### config.mk
export PLATFORM = sky130hd
export DESIGN_NAME = stack_op_sequencer
export DESIGN_NICKNAME = d
export VERILOG_FILES = /design/src/rtl/stack_op_pkg.sv /design/src/rtl/stack_op_sequencer.sv
export SDC_FILE = /design/constraint.sdc
export NUM_CORES = 1
export LEC_CHECK = 0
export ABC_AREA = 0
export CAP_MARGIN = 30
export CORE_UTILIZATION = 54
export CTS_CLUSTER_DIAMETER = 30
export DETAILED_ROUTE_END_ITERATION = 12
export GPL_TIMING_DRIVEN = 0
export HOLD_SLACK_MARGIN = 0.12
export PLACE_DENSITY = 0.84
export SLEW_MARGIN = 20
export SYNTH_ARGS = -nofsm -noshare
export SYNTH_HDL_FRONTEND = slang
export SYNTH_SLANG_ARGS = --single-unit
### constraint.sdc
create_clock -name clk -period 4.19 [get_ports clk]
set_clock_uncertainty 0.2 [all_clocks]
set_input_delay 1.257 -clock clk [delete_from_list [all_inputs] [get_ports clk]]
set_output_delay 1.257 -clock clk [all_outputs]
set_load 0.01 [all_outputs]
### src/rtl/stack_op_pkg.sv
// Shared types and helpers for the stack op sequencer.
// Opcode/error/state encodings, ALU evaluation and operand depth table.
package stack_op_pkg;

    localparam int ALU_W = 64;

    typedef enum logic [3:0] {
        OP_NOP  = 4'd0,
        OP_PUSH = 4'd1,
        OP_DROP = 4'd2,
        OP_DUP  = 4'd3,
        OP_SWAP = 4'd4,
        OP_OVER = 4'd5,
        OP_ROT  = 4'd6,
        OP_ADD  = 4'd7,
        OP_SUB  = 4'd8,
        OP_AND  = 4'd9,
        OP_OR   = 4'd10,
        OP_XOR  = 4'd11
    } op_t;

    typedef enum logic [1:0] {
        ERR_NONE    = 2'd0,
        ERR_UNDER   = 2'd1,
        ERR_OVER    = 2'd2,
        ERR_ILLEGAL = 2'd3
    } err_t;

    typedef enum logic [4:0] {
        S_IDLE,
        S_ERR,
        S_NOP,
        S_PUSH,
        S_DROP,
        S_PEEK0,
        S_PEEK1,
        S_PEEK2,
        S_PUSH_A,
        S_PUSH_B,
        S_SWP_P0,
        S_SWP_P1,
        S_ROT_P0,
        S_ROT_P1,
        S_ROT_P2,
        S_ALU_POP,
        S_ALU_P0
    } state_t;

    // n is the second-from-top (N), t the top (T); caller truncates.
    function automatic logic [ALU_W-1:0] alu_apply(
        input op_t              op,
        input logic [ALU_W-1:0] n,
        input logic [ALU_W-1:0] t
    );
        case (op)
            OP_ADD:  return n + t;
            OP_SUB:  return n - t;
            OP_AND:  return n & t;
            OP_OR:   return n | t;
            OP_XOR:  return n ^ t;
            default: return n;
        endcase
    endfunction

    function automatic logic [1:0] req_depth(input op_t op);
        case (op)
            OP_DROP, OP_DUP:          return 2'd1;
            OP_SWAP, OP_OVER:         return 2'd2;
            OP_ROT:                   return 2'd3;
            OP_ADD, OP_SUB, OP_AND,
            OP_OR, OP_XOR:            return 2'd2;
            default:                  return 2'd0;
        endcase
    endfunction

endpackage

### src/rtl/stack_op_sequencer.sv
// Command sequencer driving a LIFO stack with single-strobe cycles.
// Implements PUSH/DROP/DUP/SWAP/OVER/ROT and binary ALU ops.
module stack_op_sequencer
    import stack_op_pkg::*;
#(
    parameter  int WIDTH = 8,
    parameter  int DEPTH = 256,
    localparam int IDX_W = $clog2(DEPTH) + 1
) (
    input  logic             clk,
    input  logic             rst_n,
    input  logic             op_valid,
    output logic             op_ready,
    input  logic [3:0]       op_code,
    input  logic [WIDTH-1:0] op_imm,
    output logic             done,
    output logic             err,
    output logic [1:0]       err_code,
    output logic             stk_push_en,
    output logic             stk_pop_en,
    output logic             stk_peek_en,
    output logic             stk_poke_en,
    output logic [WIDTH-1:0] stk_data_in,
    output logic [IDX_W-1:0] stk_index,
    input  logic [WIDTH-1:0] stk_data_out,
    input  logic             stk_full,
    input  logic             stk_empty,
    input  logic [IDX_W-1:0] stk_depth
);

    state_t           r_state;
    state_t           w_next;
    state_t           w_first;
    op_t              r_op;
    err_t             r_err_code;
    err_t             w_code;
    logic [WIDTH-1:0] r_imm;
    logic [WIDTH-1:0] r_a;
    logic [WIDTH-1:0] r_b;
    logic [WIDTH-1:0] r_c;

    op_t              w_op;
    logic             w_accept;
    logic             w_illegal;
    logic             w_under;
    logic             w_over;
    logic [IDX_W-1:0] w_req;
    logic [ALU_W-1:0] w_alu;
    logic [ALU_W-WIDTH-1:0] w_alu_unused;

    assign w_op      = op_t'(op_code);
    assign op_ready  = (r_state == S_IDLE);
    assign w_accept  = op_valid && op_ready;
    assign w_illegal = (op_code >= 4'd12);
    assign w_req     = {{(IDX_W-2){1'b0}}, req_depth(w_op)};
    assign w_under   = (w_req != '0) && (stk_empty || (stk_depth < w_req));
    assign w_over    = stk_full && (w_op inside {OP_PUSH, OP_DUP, OP_OVER});
    assign err_code  = r_err_code;

    assign w_alu        = alu_apply(r_op, ALU_W'(r_b), ALU_W'(r_a));
    assign w_alu_unused = w_alu[ALU_W-1:WIDTH];

    always_comb begin
        w_code = ERR_NONE;
        if (w_illegal)   w_code = ERR_ILLEGAL;
        else if (w_under) w_code = ERR_UNDER;
        else if (w_over)  w_code = ERR_OVER;
    end

    always_comb begin
        w_first = S_PEEK0;
        case (w_op)
            OP_NOP:  w_first = S_NOP;
            OP_PUSH: w_first = S_PUSH;
            OP_DROP: w_first = S_DROP;
            OP_OVER: w_first = S_PEEK1;
            default: w_first = S_PEEK0;
        endcase
    end

    always_comb begin
        w_next = r_state;
        case (r_state)
            S_IDLE: begin
                if (w_accept)
                    w_next = (w_code != ERR_NONE) ? S_ERR : w_first;
            end
            S_PEEK0: w_next = (r_op == OP_DUP) ? S_PUSH_A : S_PEEK1;
            S_PEEK1: begin
                case (r_op)
                    OP_OVER: w_next = S_PUSH_B;
                    OP_SWAP: w_next = S_SWP_P0;
                    OP_ROT:  w_next = S_PEEK2;
                    default: w_next = S_ALU_POP;
                endcase
            end
            S_PEEK2:   w_next = S_ROT_P0;
            S_SWP_P0:  w_next = S_SWP_P1;
            S_ROT_P0:  w_next = S_ROT_P1;
            S_ROT_P1:  w_next = S_ROT_P2;
            S_ALU_POP: w_next = S_ALU_P0;
            default:   w_next = S_IDLE;
        endcase
    end

    // Strobes and handshake outputs decode from the state register only.
    always_comb begin
        done        = 1'b0;
        err         = 1'b0;
        stk_push_en = 1'b0;
        stk_pop_en  = 1'b0;
        stk_peek_en = 1'b0;
        stk_poke_en = 1'b0;
        stk_data_in = '0;
        stk_index   = '0;
        unique case (r_state)
            S_IDLE:    ;
            S_ERR:     err = 1'b1;
            S_NOP:     done = 1'b1;
            S_PUSH:    begin stk_push_en = 1'b1; stk_data_in = r_imm; done = 1'b1; end
            S_DROP:    begin stk_pop_en = 1'b1; done = 1'b1; end
            S_PEEK0:   stk_peek_en = 1'b1;
            S_PEEK1:   begin stk_peek_en = 1'b1; stk_index = IDX_W'(1); end
            S_PEEK2:   begin stk_peek_en = 1'b1; stk_index = IDX_W'(2); end
            S_PUSH_A:  begin stk_push_en = 1'b1; stk_data_in = r_a; done = 1'b1; end
            S_PUSH_B:  begin stk_push_en = 1'b1; stk_data_in = r_b; done = 1'b1; end
            S_SWP_P0:  begin stk_poke_en = 1'b1; stk_data_in = r_b; end
            S_SWP_P1:  begin
                stk_poke_en = 1'b1;
                stk_index   = IDX_W'(1);
                stk_data_in = r_a;
                done        = 1'b1;
            end
            S_ROT_P0:  begin stk_poke_en = 1'b1; stk_data_in = r_c; end
            S_ROT_P1:  begin stk_poke_en = 1'b1; stk_index = IDX_W'(1); stk_data_in = r_a; end
            S_ROT_P2:  begin
                stk_poke_en = 1'b1;
                stk_index   = IDX_W'(2);
                stk_data_in = r_b;
                done        = 1'b1;
            end
            S_ALU_POP: stk_pop_en = 1'b1;
            S_ALU_P0:  begin stk_poke_en = 1'b1; stk_data_in = w_alu[WIDTH-1:0]; done = 1'b1; end
            default:   ;
        endcase
    end

    always_ff @(posedge clk) begin
        if (!rst_n) begin
            r_state    <= S_IDLE;
            r_op       <= OP_NOP;
            r_err_code <= ERR_NONE;
            r_imm      <= '0;
            r_a        <= '0;
            r_b        <= '0;
            r_c        <= '0;
        end else begin
            r_state <= w_next;
            if (w_accept) begin
                r_op       <= w_op;
                r_imm      <= op_imm;
                r_err_code <= w_code;
            end
            if (r_state == S_PEEK0) r_a <= stk_data_out;
            if (r_state == S_PEEK1) r_b <= stk_data_out;
            if (r_state == S_PEEK2) r_c <= stk_data_out;
        end
    end

endmodule

Yosys cells after proc, flatten, opt, wreduce, memory -nomap -nowiden:

Memories as Yosys holds them, arrays and structs flattened.
Cells that the tools add are included.
Widths: inputs -> output; s select.

* bitwise logic cells: 3
* equal/unequal tests: 30
* reductions and logical operators: 18
* add/subtract/negate cells: 2
* $lt $le $gt $ge: 2
* mux-type cells: 18

Operator list (count)
* $pmux 8 s5: 2
* $eq 5x4->1 const B: 8
* $pmux 5 s8: 1
* $eq 4x3->1 const B: 5
* $eq 5x3->1 const B: 4
* $eq 4x4->1 const B: 4
* $reduce_or 3->1: 5
* $eq 4x2->1 const B: 3
* $pmux 3 s4: 1
* $pmux 4 s3: 1
* $eq 5x2->1 const B: 2
* $mux 5: 2
* $lt 9x2->1: 1
* $reduce_bool 9->1: 1
* $add 8x8->8: 1
* $and 8x8->8: 1
* $or 8x8->8: 1
* $reduce_or 8->1: 1
* $sub 8x8->8: 1
* $xor 8x8->8: 1
* $mux 1: 6
* $mux 2: 3
* $reduce_or 6->1: 1
* $eq 5x1->1 const B: 1
* other kinds (13): 16

* register bits after elaboration: 43
* output and inout port bits: 26
* bits of input ports: 34
* logic and storage cells: 81
* memory bits (read-only): 32
* memories kept: 1

Memory list
* (no name shown): depth 16, width 2, rd ports 1, clocked after memory_dff 0, wr ports 0, line stack_op_pkg.sv:66 `case (op)`

Depth between registers and ports, before layout:

Gate-level depths: netlist of run 1.

* depth after elaboration: 10
* gate-level depth with buffers: 11
* gate-level depth less buffers: 11

Worst setup path before layout of run 1:

OpenSTA, ideal clock, no wires.

* kind: register to output
* from: reg r_op[2]
* to: out stk_data_in[6]
* buffers on the path: 1
* arrival time: 2.515 ns
* stages on the path, launching flop included: 11
* data required time: 2.733 ns
* slack: 0.218 ns
* cells stage by stage: dfxtp_1 buf_6 nor4b_4 mux2_2 fa_1 nand2b_1 a21oi_1 o21a_1 or3_1 a31oi_1 o21ai_0

* word-level cells in the longest chain between the ends: 3
* elaborated cells between the ends (all ways): 7
* classes of those cells: eq/ne (5); mux (2)

Ends and longest elaborated chain
* from (decl): line stack_op_sequencer.sv:34 `op_t r_op;`
* from (signal assigned): line stack_op_sequencer.sv:160 `r_op <= w_op;`
* $eq 4x4->1 / $eq 4x3->1 (equally long branches): line stack_op_pkg.sv:55 `case (op)`
* $pmux 8 s5 *: line stack_op_pkg.sv:55
* $pmux 8 s5 *: line stack_op_sequencer.sv:116 `unique case (r_state)`
* to (decl): line stack_op_sequencer.sv:23 `output logic [WIDTH-1:0] stk_data_in,`

Every way passes the cells marked *; elsewhere a longest branch is shown, timed or not.

Final worst setup path of run 1:

* from: reg r_op[1]
* to: out stk_data_in[6]

Same word-level chain as after synthesis.

==> out/metrics.cfg, run 1 <==
[place]
port-buffer-count=51
dpl_worst_slack_ns=-0.585
dp.cells=593
hpwl_um=7820
routabilityCongestion=0.936

[pwr]
sequentialPowerShare=0.345
ir_drop_mv=0.262
clockPowerShare=0.207
p_total_uw=1350
powerDensity_mw_per_mm2=301
internal-power_uw=840
sw_frac_of_total=0.380
p_comb_frac=0.448
leakagePower_uw=0.00165
p_switching_uw=514

[grt]
grtUsageTotal=0.311
grt_pass1_wl_um=17500
grt_antenna_before_repair=0
grt_max_degree=16
grt.overflow.total=0
grt_pass1_vias=3627

[sta]
fin_crit_sh=1.04
setup_viol_count_final=5
drv_slew=0
final_hold_viol_count=0
rsz0062_at_grt=true
relSlewSlack=0.498
fin_ws_ns=-0.175
tightest_slew_ns=0.752
fin_tns_setup_ns=-0.473
fmax_ghz=0.229
finalCriticalPeriod_ns=4.37

[floorplan]
start_util=0.561
dieArea_mm2=0.00696
num_rows=29
die_y_um=83.4
io_pins=60
die_x_um=83.4
coreArea_mm2=0.00639

[worst_hold_path]
hp-start=r_imm[3]$_SDFFE_PN0P_
min_path_type=register to register
worstHoldEndpoint=r_imm[3]$_SDFFE_PN0P_
worstHoldPathCells=2

[clocking]
clkLatencyLatePin_ns=0.30
postCtsHoldBufs=0
cts.htree.levels=2
tritoncts=yes
cts.sink_count=43
root_buffer=clkbuf_8
clockBufferDepth=2
path_clk_slew_ns=0.09
cts_buffers=5

[setup_path]
worstReg2RegEnd=r_state[1]$_SDFFE_PN0P_
startpoint_type=register
cp_max_fo=5
cp.required_ns=2.73
crit_path_end_kind=primary output
criticalPathCategory=register to primary output
crit_arrival_ns=2.91
r2r_slack_ns=2.02
reg2reg_depth=8
rr_startpoint=r_state[3]$_SDFFE_PN0P_

[routing]
drt-total-wl_um=10700
postRouteAntennaNets=0
dr.pass1.iters=8
vias_per_cell=6.11
drc_errors=0
drt_iter0_drc=409
routed-via-count=3753
detail_route.wl_per_cell_um=17.5

[synth]
async_flop_share=0
synth_seq_cells=43
synth_cell_types=67
syn_avg_cell_area_um2=7.80
netlist_instances=459
synth_top_family_by_area=simple AND/OR/NAND/NOR gates
seq_area_frac_synth=0.240
muxShareOfSynthArea=0.0423
synth_xor_area_frac=0.0318
synthSimpleGateAreaFrac=0.256
ys.flop_type=dfxtp_1
synth_compound_area_frac=0.244
synth-adder-area-share=0.103
ys_warn_count=0
netlist_area_mm2=0.00358
synth-edff-count=0

[job]
max_cap_violations=0

[layout]
multi_input_area_mm2=0.00256
final_nets=599
seq_area_um2=873
area_delta_synth_final_pct=25.7
n_fill_cell=529
drive_gt1_frac=0.169
n_antenna_cell=0
fin_cells=614

[outcome]
violations=negative setup slack
outcome=complete, but fails checks

through the flow:
step	util	cell area [um2]	hold WS, ns
global placement	0.659	4210	0.253
CTS	0.689	4400	0.280
detailed placement	0.659	4210	0.267
finish	0.705	4500	0.280
global route	0.705	4500	0.303
floorplan	-	3600	0.234
synth_stat cells (2+ instances only):
| master | count | share of area |
|---|---|---|
| a211oi_1 | 3 | 0.0063 |
| a21boi_0 | 23 | 0.048 |
| a21boi_1 | 4 | 0.0084 |
| a21boi_2 | 3 | 0.0094 |
| a21o_1 | 2 | 0.0042 |
| a21oi_1 | 22 | 0.031 |
| a222oi_1 | 7 | 0.020 |
| a31o_2 | 2 | 0.0049 |
| a31oi_1 | 7 | 0.012 |
| and2_1 | 4 | 0.0070 |
| and4_1 | 2 | 0.0049 |
| buf_2 | 7 | 0.0098 |
| buf_4 | 9 | 0.019 |
| buf_6 | 4 | 0.013 |
| clkbuf_1 | 10 | 0.010 |
| dfxtp_1 | 43 | 0.24 |
| ha_1 | 28 | 0.098 |
| inv_1 | 22 | 0.023 |
| mux2i_1 | 14 | 0.039 |
| nand2_1 | 80 | 0.084 |
| nand2b_1 | 13 | 0.023 |
| nand3_1 | 11 | 0.015 |
| nand4_1 | 2 | 0.0035 |
| nor2_1 | 23 | 0.024 |
| nor2b_1 | 17 | 0.030 |
| nor3_1 | 6 | 0.0084 |
| nor3_2 | 4 | 0.011 |
| nor4_1 | 4 | 0.0070 |
| o211ai_1 | 2 | 0.0042 |
| o21ai_0 | 21 | 0.029 |
| o21ai_1 | 3 | 0.0042 |
| o221ai_1 | 2 | 0.0049 |
| o22a_1 | 3 | 0.0073 |
| o22ai_1 | 5 | 0.0087 |
| o41ai_1 | 2 | 0.0049 |
| or3_1 | 3 | 0.0052 |
| xnor2_1 | 10 | 0.024 |
| xor2_1 | 3 | 0.0073 |
flip-flops by register name, indices dropped and copies added, names as in the netlist:
signal and count:
r_a 8, r_b 8, r_c 8, r_imm 8, r_state 5, r_op 4, err_code 2
cells in the final DEF (no fill, tap or decap), drive strengths merged, types with 3 or more instances in the layout:
cell type,netlist,routed
nor2,24,24
a222oi,7,7
conb,1,7
and2,4,4
buf,21,37
nand2,80,80
xnor2,10,10
o22ai,5,5
inv,23,23
ha,28,28
xor2,3,3
clkbuf,10,18
o21ai,24,24
nand2b,14,14
nand3,11,11
or3,4,4
a31oi,7,7
clkdlybuf4s50,0,44
a21oi,22,22
nor2b,17,17
a211oi,3,3
nor3,11,11
dfxtp,43,43
mux2i,14,14
a21boi,30,30
o22a,3,3
nor4,4,4
layer usage:
metal  track usage  share of wire  vias to the layer above
li1              -              -                     1759
met1         0.397           0.41                     1743
met2         0.524           0.48                      215
met3        0.0527          0.090                       36
met4         0.119          0.027                        0
met5             0              0                        -
cell families (layout without fill, tap and decap cells):
| kind of cell | Yosys count | count (layout) |
|---|---|---|
| buffers and inverters | 54 | 126 |
| xor gates and xnor gates | 13 | 13 |
| muxes | 15 | 15 |
| AOI/OAI and AO/OA | 124 | 124 |
| and+or+nand+nor | 180 | 180 |
| adders and majority gates | 29 | 29 |
| DFF | 43 | 43 |
| other | 1 | 7 |
power by group through the flow:
| stage | logic, uW | registers [uW] | clock network, uW |
|---|---|---|---|
| 3_5_place_dp | 526 | 474 | 0 |
| 3_3_place_gp | 516 | 473 | 0 |
| 5_1_grt | 657 | 470 | 296 |
| 2_1_floorplan | 368 | 468 | 0 |
| 6_report | 606 | 467 | 280 |
| 4_1_cts | 558 | 466 | 278 |
worst max path at each step:
stage,startpoint,endpoint
floorplan,r_op[2]$_SDFFE_PN0P_,stk_data_in[6]
global placement,r_op[2]$_SDFFE_PN0P_,stk_data_in[6]
detailed placement,r_op[2]$_SDFFE_PN0P_,stk_data_in[6]
CTS,r_op[2]$_SDFFE_PN0P_,stk_data_in[7]
global route,r_op[0]$_SDFFE_PN0P_,stk_data_in[7]
finish,r_op[1]$_SDFFE_PN0P_,stk_data_in[6]
critical path, stage by stage, from the launching register on:
cell and delay [ns]:
dfxtp_1 0.35, nor4b_4 0.26, buf_6 0.17, buf_6 0.11
a21oi_4 0.04, xnor2_2 0.22, ha_4 0.23, o21ai_2 0.17
a21oi_4 0.05, o21a_1 0.21, or3_1 0.36, a31oi_1 0.17
o21ai_1 0.10, buf_2 0.15
final cells by class:
type                       count  share of cell area
buffer                        30              0.0425
clock buffer                   5              0.0153
clock inverter                 3             0.00556
inverter                      23              0.0197
multi-input combinational    368               0.569
sequential                    43               0.194
tap                           77              0.0214
timing repair buffer          65               0.132
what timing repair did:
| item | 4_1_cts | 5_1_grt |
|---|---|---|
| endpoints found under the setup margin | 7 | 8 |
| resized for setup | 44 | 21 |
| buffers inserted | 9 | 5 |
| pin swaps | 19 | 20 |
(Power assumes the default switching activity.)
==> inputs of run 2 (changes only) <==
- CORE_MARGIN: not set -> 10
- CTS_CLUSTER_DIAMETER: 30 -> not set
==> out/metrics.cfg, run 2 (same netlist as run 1, synthesis figures left out) <==
[pwr]
leakagePower_uw=0.00166  ; +0.58%
ir_drop_mv=0.250  ; -4.3%
powerDensity_mw_per_mm2=291  ; -3.1%

[floorplan]
coreArea_mm2=0.00639  ; unchanged
num_rows=29  ; unchanged
die_y_um=101  ; +22%
dieArea_mm2=0.0103  ; +48%
die_x_um=101  ; +22%
io_pins=60  ; unchanged
start_util=0.561  ; unchanged

[outcome]
outcome=complete, but fails checks
violations=negative setup slack

[clocking]
postCtsHoldBufs=0  ; unchanged
cts_buffers=5  ; unchanged
path_clk_slew_ns=0.08  ; about the same
tritoncts=yes
clockBufferDepth=2  ; unchanged
cts.htree.levels=2  ; unchanged
clkLatencyLatePin_ns=0.29  ; about the same
root_buffer=clkbuf_8
cts.sink_count=43  ; unchanged

[job]
max_cap_violations=0  ; unchanged

[sta]
finalCriticalPeriod_ns=4.33  ; -0.0351 ns
tightest_slew_ns=0.723  ; -0.0297 ns
rsz0062_at_grt=true
final_hold_viol_count=0  ; unchanged
setup_viol_count_final=4  ; -1
fin_ws_ns=-0.140  ; +0.0351 ns
fmax_ghz=0.231  ; +0.81%
relSlewSlack=0.516  ; +0.0172
fin_crit_sh=1.03  ; -0.00837
drv_slew=0  ; unchanged

[routing]
vias_per_cell=5.96  ; -2.5%
routed-via-count=3661  ; -2.5%
drt_iter0_drc=299  ; -27%
drc_errors=0  ; unchanged
postRouteAntennaNets=0  ; unchanged
dr.pass1.iters=7  ; -1
drt-total-wl_um=10900  ; +1.7%
detail_route.wl_per_cell_um=17.8  ; +1.7%

[setup_path]
crit_path_end_kind=primary output
crit_arrival_ns=2.87  ; -0.04 ns
criticalPathCategory=register to primary output
startpoint_type=register
cp.required_ns=2.73  ; about the same
cp_max_fo=6  ; +1
r2r_slack_ns=2.08  ; +0.06 ns

[place]
port-buffer-count=51  ; unchanged
hpwl_um=8240  ; +5.4%
routabilityCongestion=0.983  ; +5.1%
dpl_worst_slack_ns=-0.651  ; -0.0653 ns

[grt]
grt_antenna_before_repair=0  ; unchanged
grtUsageTotal=0.206  ; -0.105
grt_pass1_wl_um=17500  ; +0.40%
grt.overflow.total=0  ; unchanged
grt_max_degree=14  ; -2
grt_pass1_vias=3544  ; -2.3%

[worst_hold_path]
min_path_type=register to register

[layout]
n_fill_cell=523  ; -1.1%
layout_common_cells=nand2_1 (79), clkdlybuf4s50_1 (44), dfxtp_1 (37)
drive_gt1_frac=0.171  ; +0.00186
seq_area_um2=873  ; unchanged
final_util=0.705  ; unchanged
n_antenna_cell=0  ; unchanged
multi_input_area_mm2=0.00257  ; +0.44%
final_common_cell=nand2_1
area_delta_synth_final_pct=25.7  ; unchanged
final_nets=599  ; unchanged

==> run 2: cell count changes in the layout (fill, tap and decap cells not counted), sizes merged <==
cell and change:
buf +2, clkbuf -1, clkinv -1
==> run 2: worst paths after layout <==
| kind | start | to | cells after the start |
|---|---|---|---|
| max | r_a[0]$_SDFFE_PN0N_ | stk_data_in[7] | 13 |
| min | r_imm[6]$_SDFFE_PN0P_ | r_imm[6]$_SDFFE_PN0P_ | 2 |
| max reg2reg | r_state[1]$_SDFFE_PN0P_ | r_state[1]$_SDFFE_PN0P_ | 7 |
| min reg2reg | r_imm[6]$_SDFFE_PN0P_ | r_imm[6]$_SDFFE_PN0P_ | 2 |
==> run 2: cell type report <==
type | count | area share
Clock buffer | 6 | 0.0161
Sequential cell | 43 | 0.194
Clock inverter | 2 | 0.00278
Timing Repair Buffer | 65 | 0.132
Buffer | 30 | 0.0420
Multi-Input combinational cell | 368 | 0.572
Tap cell | 77 | 0.0214
Inverter | 23 | 0.0197
==> run 2: critical path, stage by stage, from the launching register on <==
cell      delay [ns]
dfxtp_4         0.40
inv_1           0.08
ha_2            0.23
a31oi_4         0.19
xnor2_1         0.13
ha_1            0.27
buf_6           0.12
a21o_1          0.16
a31o_2          0.25
a21oi_2         0.15
xnor2_1         0.10
a221oi_2        0.25
o21ai_1         0.09
buf_2           0.15
==> run 2: timing repair <==
item | in CTS | in global routing
pin swaps | 23 | 21
gates resized for setup | 47 | 17
setup endpoints to repair | 7 | 7
setup buffers | 9 | 5
==> run 2: power by group <==
group / internal (uW) / switching [uW] / total [uW]
Clock: 117 / 143 / 259
Combinational: 272 / 313 / 585
Sequential: 438 / 28.9 / 467
==> run 2: stage by stage <==
| stage | total power (uW) | cells | hold WS, ns | area [um2] | setup TNS, ns |
|---|---|---|---|---|---|
| CTS | 1280 | 610 | 0.268 | 4410 | -0.539 |
| floorplan | 836 | 465 | 0.234 | 3600 | 0 |
| finish | 1310 | 614 | 0.264 | 4500 | -0.327 |
| detailed placement | 996 | 593 | 0.257 | 4210 | -2.98 |
| global route | 1380 | 614 | 0.304 | 4500 | -0.723 |
| global placement | 985 | 593 | 0.248 | 4210 | -2.83 |
==> run 2: routing by layer <==
layer,track usage,wire (um),part of all wire
met2,0.339,5180,0.47
met3,0.0327,711,0.065
met5,0,0,0
met1,0.265,4790,0.44
met4,0.0740,230,0.021
==> inputs of run 3 (changes only) <==
- TNS_END_PERCENT: not set -> 100
==> results of run 3 <==
No change in the layout: final DEF, timing and power equal those of run 2.
